File: src/rtl/counter_pkg.sv
// Shared types and signed-limit helpers for the step counter family.
package counter_pkg;

   typedef enum logic {
      CNT_WRAP = 1'b0,
      CNT_SAT  = 1'b1
   } cnt_mode_e;

   function automatic longint signed_max(input int width);
      return (64'sd1 <<< (width - 1)) - 64'sd1;
   endfunction

   function automatic longint signed_min(input int width);
      return -(64'sd1 <<< (width - 1));
   endfunction

endpackage

File: src/rtl/step_addsub.sv
// Combinational signed add/subtract of an unsigned step, one guard bit wide,
// with overflow/underflow detection against the WIDTH-bit signed range.
module step_addsub #(
   parameter int WIDTH = 8
) (
   input  logic signed [WIDTH-1:0] operand,
   input  logic        [WIDTH-1:0] step,
   input  logic                    up,
   output logic signed [WIDTH:0]   result,
   output logic                    ovf,
   output logic                    unf
);

   logic signed [WIDTH:0] op_ext;
   logic signed [WIDTH:0] step_ext;

   assign op_ext   = {operand[WIDTH-1], operand};
   assign step_ext = {1'b0, step};
   assign result   = up ? (op_ext + step_ext) : (op_ext - step_ext);

   // Top two bits disagreeing means the value left the WIDTH-bit signed range.
   assign ovf = (result[WIDTH:WIDTH-1] == 2'b01);
   assign unf = (result[WIDTH:WIDTH-1] == 2'b10);

endmodule

File: src/rtl/updown_step_counter.sv
// Signed up/down counter with separate up/down steps, load and wrap/saturate.
// Saturation is built only when UPDOWN_STEP_COUNTER_SAT_EN is defined.
module updown_step_counter
   import counter_pkg::*;
#(
   parameter int WIDTH   = 8,
   parameter int STEP_UP = 5,
   parameter int STEP_DN = 1
) (
   input  logic                    clk,
   input  logic                    rst_n,
   input  logic                    en,
   input  logic                    up,
   input  logic                    ld,
   input  logic signed [WIDTH-1:0] ld_val,
   input  logic                    sat_mode,
   output logic signed [WIDTH-1:0] count,
   output logic                    ovf,
   output logic                    at_max,
   output logic                    at_min
);

   localparam logic signed [WIDTH-1:0] CNT_MAX   = WIDTH'(signed_max(WIDTH));
   localparam logic signed [WIDTH-1:0] CNT_MIN   = WIDTH'(signed_min(WIDTH));
   localparam logic        [WIDTH-1:0] STEP_UP_W = WIDTH'(STEP_UP);
   localparam logic        [WIDTH-1:0] STEP_DN_W = WIDTH'(STEP_DN);

   logic signed [WIDTH-1:0] count_q, count_d;
   logic                    ovf_q, ovf_d;
   logic                    at_max_q, at_max_d;
   logic                    at_min_q, at_min_d;

   logic        [WIDTH-1:0] step_sel;
   logic signed [WIDTH:0]   sum_w;
   logic                    ovf_w;
   logic                    unf_w;
   logic                    unused_sum_msb;

   assign step_sel       = up ? STEP_UP_W : STEP_DN_W;
   assign unused_sum_msb = sum_w[WIDTH];

   step_addsub #(
      .WIDTH (WIDTH)
   ) u_step_addsub (
      .operand (count_q),
      .step    (step_sel),
      .up      (up),
      .result  (sum_w),
      .ovf     (ovf_w),
      .unf     (unf_w)
   );

`ifdef UPDOWN_STEP_COUNTER_SAT_EN
   cnt_mode_e mode;
   assign mode = sat_mode ? CNT_SAT : CNT_WRAP;
`else
   logic unused_sat_mode;
   assign unused_sat_mode = sat_mode;
`endif

   always_comb begin
      count_d = count_q;
      ovf_d   = 1'b0;
      if (ld) begin
         count_d = ld_val;
      end else if (en) begin
         count_d = sum_w[WIDTH-1:0];
         if (ovf_w || unf_w) begin
            ovf_d = 1'b1;
`ifdef UPDOWN_STEP_COUNTER_SAT_EN
            if (mode == CNT_SAT) begin
               count_d = ovf_w ? CNT_MAX : CNT_MIN;
            end
`endif
         end
      end
      // Flags follow the value being stored so they line up with count.
      at_max_d = (count_d == CNT_MAX);
      at_min_d = (count_d == CNT_MIN);
   end

   always_ff @(posedge clk or negedge rst_n) begin
      if (!rst_n) begin
         count_q  <= '0;
         ovf_q    <= 1'b0;
         at_max_q <= 1'b0;
         at_min_q <= 1'b0;
      end else begin
         count_q  <= count_d;
         ovf_q    <= ovf_d;
         at_max_q <= at_max_d;
         at_min_q <= at_min_d;
      end
   end

   assign count  = count_q;
   assign ovf    = ovf_q;
   assign at_max = at_max_q;
   assign at_min = at_min_q;

endmodule

File: config.mk
export PLATFORM = sky130hd
export DESIGN_NAME = updown_step_counter
export DESIGN_NICKNAME = d
export VERILOG_FILES = /design/src/rtl/counter_pkg.sv /design/src/rtl/step_addsub.sv /design/src/rtl/updown_step_counter.sv
export SDC_FILE = /design/constraint.sdc
export NUM_CORES = 1
export LEC_CHECK = 0
export CAP_MARGIN = 20
export CORE_UTILIZATION = 43
export CTS_CLUSTER_DIAMETER = 150
export DETAILED_ROUTE_END_ITERATION = 8
export GPL_ROUTABILITY_DRIVEN = 0
export HOLD_SLACK_MARGIN = 0.03
export PLACE_DENSITY = 0.73
export SETUP_SLACK_MARGIN = 0.4
export SLEW_MARGIN = 30
export SYNTH_ARGS = -nofsm -noshare
export SYNTH_HDL_FRONTEND = slang
export SYNTH_SLANG_ARGS = --single-unit
File: constraint.sdc
create_clock -name clk -period 2.1 [get_ports clk]
set_input_delay 0.21 -clock clk [delete_from_list [all_inputs] [get_ports clk]]
set_output_delay 0.21 -clock clk [all_outputs]
set_load 0.02 [all_outputs]
==> flow_metrics.env <==
export IMPL_io_buffers=23
export IMPL_initialDrtViolationCount=6
export IMPL_antenna_cells=0
export IMPL_cap_violations=0
export IMPL_synth_common_cells="11 x dfrtp_1, 7 x nand2_1, 6 x ha_1, 6 x inv_1"
export IMPL_vias_per_cell=5.070
export IMPL_cts_htree_levels=1
export IMPL_ys_flop_type="dfrtp_1"
export IMPL_post_synth_num_cell_types=34
export IMPL_max_freq_mhz=496.5
export IMPL_yosys_warnings=0
export IMPL_irDropWorstVdd_mv=0.6025
export IMPL_yosys_top_cells_area="dfrtp_1 34%, ha_1 9.4%, nand2_1 3.3%"
export IMPL_grt_overflow=0
export IMPL_fill_cells=112
export IMPL_clock_path_buffers=2
export IMPL_drc_errors=0
export IMPL_setup_violations=0
export IMPL_finalCritPeriodShare_pct=95.91
export IMPL_setup_slack_ps=85.98
export IMPL_status="finished clean"
export IMPL_fin_tns_setup_ps=0
export IMPL_grt_pass1_wl_um=3567
export IMPL_worstSetupEndpointType="register"
export IMPL_cts_tree="yes"
export IMPL_finalHoldViolations=0
export IMPL_hp_class="in2async"
export IMPL_syn_inst=84
export IMPL_synth_fp_nets=105
export IMPL_cts_buffers=3
export IMPL_cp_data_required_time_ps=2300
export IMPL_ff2ff_path_depth=9
export IMPL_drv_slew=0
export IMPL_cp_startpoint="count[1]"
export IMPL_synth_top_family_by_area="simple AND/OR/NAND/NOR gates"
export IMPL_first_global_vias=783
export IMPL_clkSlewWorstSetupHoldPaths_ps=60
export IMPL_power_uw=985.1
export IMPL_cpPeakStageDelay_ps=420
export IMPL_finClkSkew_ps=3.755
export IMPL_reg2reg_slack_ps=90
export IMPL_rsz0062_at_grt="yes"
export IMPL_path_depth=9
export IMPL_finalWirelength_um=2274
export IMPL_synth_top_area_share_pct=34.38
export IMPL_io_pins=25
export IMPL_place_inst=148
export IMPL_area_delta_synth_final_pct=75.31
export IMPL_final_cells=158
export IMPL_cp_slowest_cell="dfrtp_2"
export IMPL_wl_met2_um=1133
export IMPL_wl_per_cell_um=14.39
export IMPL_drive_gt1_share_pct=45.11
export IMPL_worstSetupEndpoint="at_max"
export IMPL_power_density_nw_per_um2=701.7
export IMPL_vias=801
export IMPL_period_minus_slack_ps=2014
export IMPL_synth_compound_area_share_pct=15.94
export IMPL_dr_wl_met3_um=34
export IMPL_synth_fa_ha_area_share_pct=11.88
export IMPL_dr_pass1_iters=2
export IMPL_die_area_um2=2039
export IMPL_synth_edff_count=0
export IMPL_nNetsFinal=155
export IMPL_die_w_um=45.16
export IMPL_synthMuxAreaShare_pct=3.906
export IMPL_place_ws_ps=-378.1
export IMPL_core_area_um2=1727
export IMPL_start_util_pct=46.38
export IMPL_avgSynthCellArea_um2=9.533
export IMPL_grtUsageTotal_pct=25.55
export IMPL_cts_hold_buf=0
export IMPL_die_height_um=45.16
export IMPL_path_buf_inv=2
export IMPL_slew_headroom_pct=68.66
export IMPL_critPathMaxFanout=3
export IMPL_m1WireLength_um=1069
export IMPL_worstReg2RegEnd="at_max"
export IMPL_synth_seq_cells=11
export IMPL_crit_family="simple AND/OR/NAND/NOR gates"
export IMPL_clkSinkCount=11
export IMPL_yosysSeqAreaShare_pct=34.38
export IMPL_r2r_start="count[1]"
export IMPL_worstPathArrival_ps=2210
export IMPL_antenna_found_initial=0
export IMPL_cts_root_buf="clkbuf_4"
export IMPL_max_slew_worst_pin_slew_ps=468.6
export IMPL_clk_insertion_delay_late_ps=260
export IMPL_synth_simple_area_share_pct=26.09
export IMPL_path_class="reg2reg"
export IMPL_dp_hpwl_um=1659
export IMPL_yosysTopAreaCell="dfrtp_1"
export IMPL_ys_async_sr_fraction_pct=100.0
export IMPL_leakage_uw=0.0005930
export IMPL_highest_layer="met4"
export IMPL_ant_nets=0
export IMPL_yosysMostFrequentCell="dfrtp_1"
export IMPL_synthXorXnorAreaFrac_pct=3.281
export IMPL_rows=15
export IMPL_start_kind="register"
export IMPL_syn_area_um2=800.8
export IMPL_cp_cell_sequence="inv_2 -> fa_2 -> nand2b_4 -> a21oi_4 -> buf_4 -> o21a_1 -> or3_1 -> nand3_2 -> and3_1"
export IMPL_grt_max_degree=12
-- metrics by stage --
step           hold WS (ps)  util, %  area [um2]
2_1_floorplan        -85.59        -       859.6
3_3_place_gp          549.3    73.12        1262
3_5_place_dp          557.6    73.12        1262
4_1_cts               268.0    77.39        1336
5_1_grt               291.0    81.30        1404
6_report              266.1    81.30        1404
-- layer usage --
metal / global-route usage, % / vias to the layer above
met5: 0 / -
met4: 12.73 / 0
met3: 3.200 / 4
met2: 38.84 / 8
met1: 35.70 / 376
li1: - / 413
-- report_power, final --
part | total (uW) | internal [uW] | switching (uW)
clock network | 137 | 73.4 | 63.1
logic | 571 | 314 | 257
registers | 278 | 243 | 34.3
-- cells in the final DEF (no fill, tap or decap), types with 2 or more instances in the layout --
cell	Yosys	layout
buf_12	0	2
or3_1	2	2
o21ai_0	5	2
nand2_1	7	6
a221oi_2	0	2
clkdlybuf4s50_1	0	22
a22oi_1	2	2
nand3_1	3	2
ha_1	6	3
o211ai_2	2	2
a21oi_1	5	4
clkbuf_4	0	3
inv_2	0	6
nand3b_1	2	2
xor2_1	2	2
dfrtp_1	11	7
buf_4	0	23
ha_4	0	3
dfrtp_2	0	4
nor2_1	3	3
o21ai_2	0	3
nand4b_1	3	3
or4b_1	2	2
-- cells by family after synthesis --
group	count (synthesis)
AOI/OAI and AO/OA	18
buffers and inverters	9
xor gates and xnor gates	3
and+or+nand+nor	33
muxes	3
adders and majority gates	7
DFF	11
-- cell type report --
class	instances	area [um2]	share of cell area, %
Multi-Input combinational cell	64	601.8	42.87
Timing Repair Buffer	48	441.7	31.46
Sequential cell	11	280.3	19.96
Tap cell	25	31.28	2.228
Clock buffer	4	26.28	1.872
Inverter	6	22.52	1.604
-- flip-flops by register name, summed over array words and instances, names as in the netlist --
| register | cells |
|---|---|
| count | 8 |
| at_max | 1 |
| at_min | 1 |
| ovf | 1 |
-- worst min path at each step --
stage | cells after the start | startpoint | slack (ps) | endpoint
floorplan | 0 | rst_n | -90 | at_max
finish | 1 | rst_n | 270 | count[2]
CTS | 1 | rst_n | 270 | count[2]
global route | 1 | rst_n | 290 | at_max
detailed placement | 1 | rst_n | 560 | count[5]
global placement | 1 | rst_n | 550 | count[5]
-- worst register-to-register path, cell delays in order, from the launching register on --
cell,delay (ps)
dfrtp_2,420
inv_2,50
fa_2,370
nand2b_4,90
a21oi_4,70
buf_4,130
o21a_1,190
or3_1,360
nand3_2,100
and3_1,160
-- repair_timing --
item                                    4_1_cts  5_1_grt
pin swaps                                     6        1
gates resized for setup                      12        8
endpoints found under the setup margin        8        7
setup buffers                                 4        2
hold endpoints to repair                      0        0
Note: power is estimated with default switching activity, not from simulation.
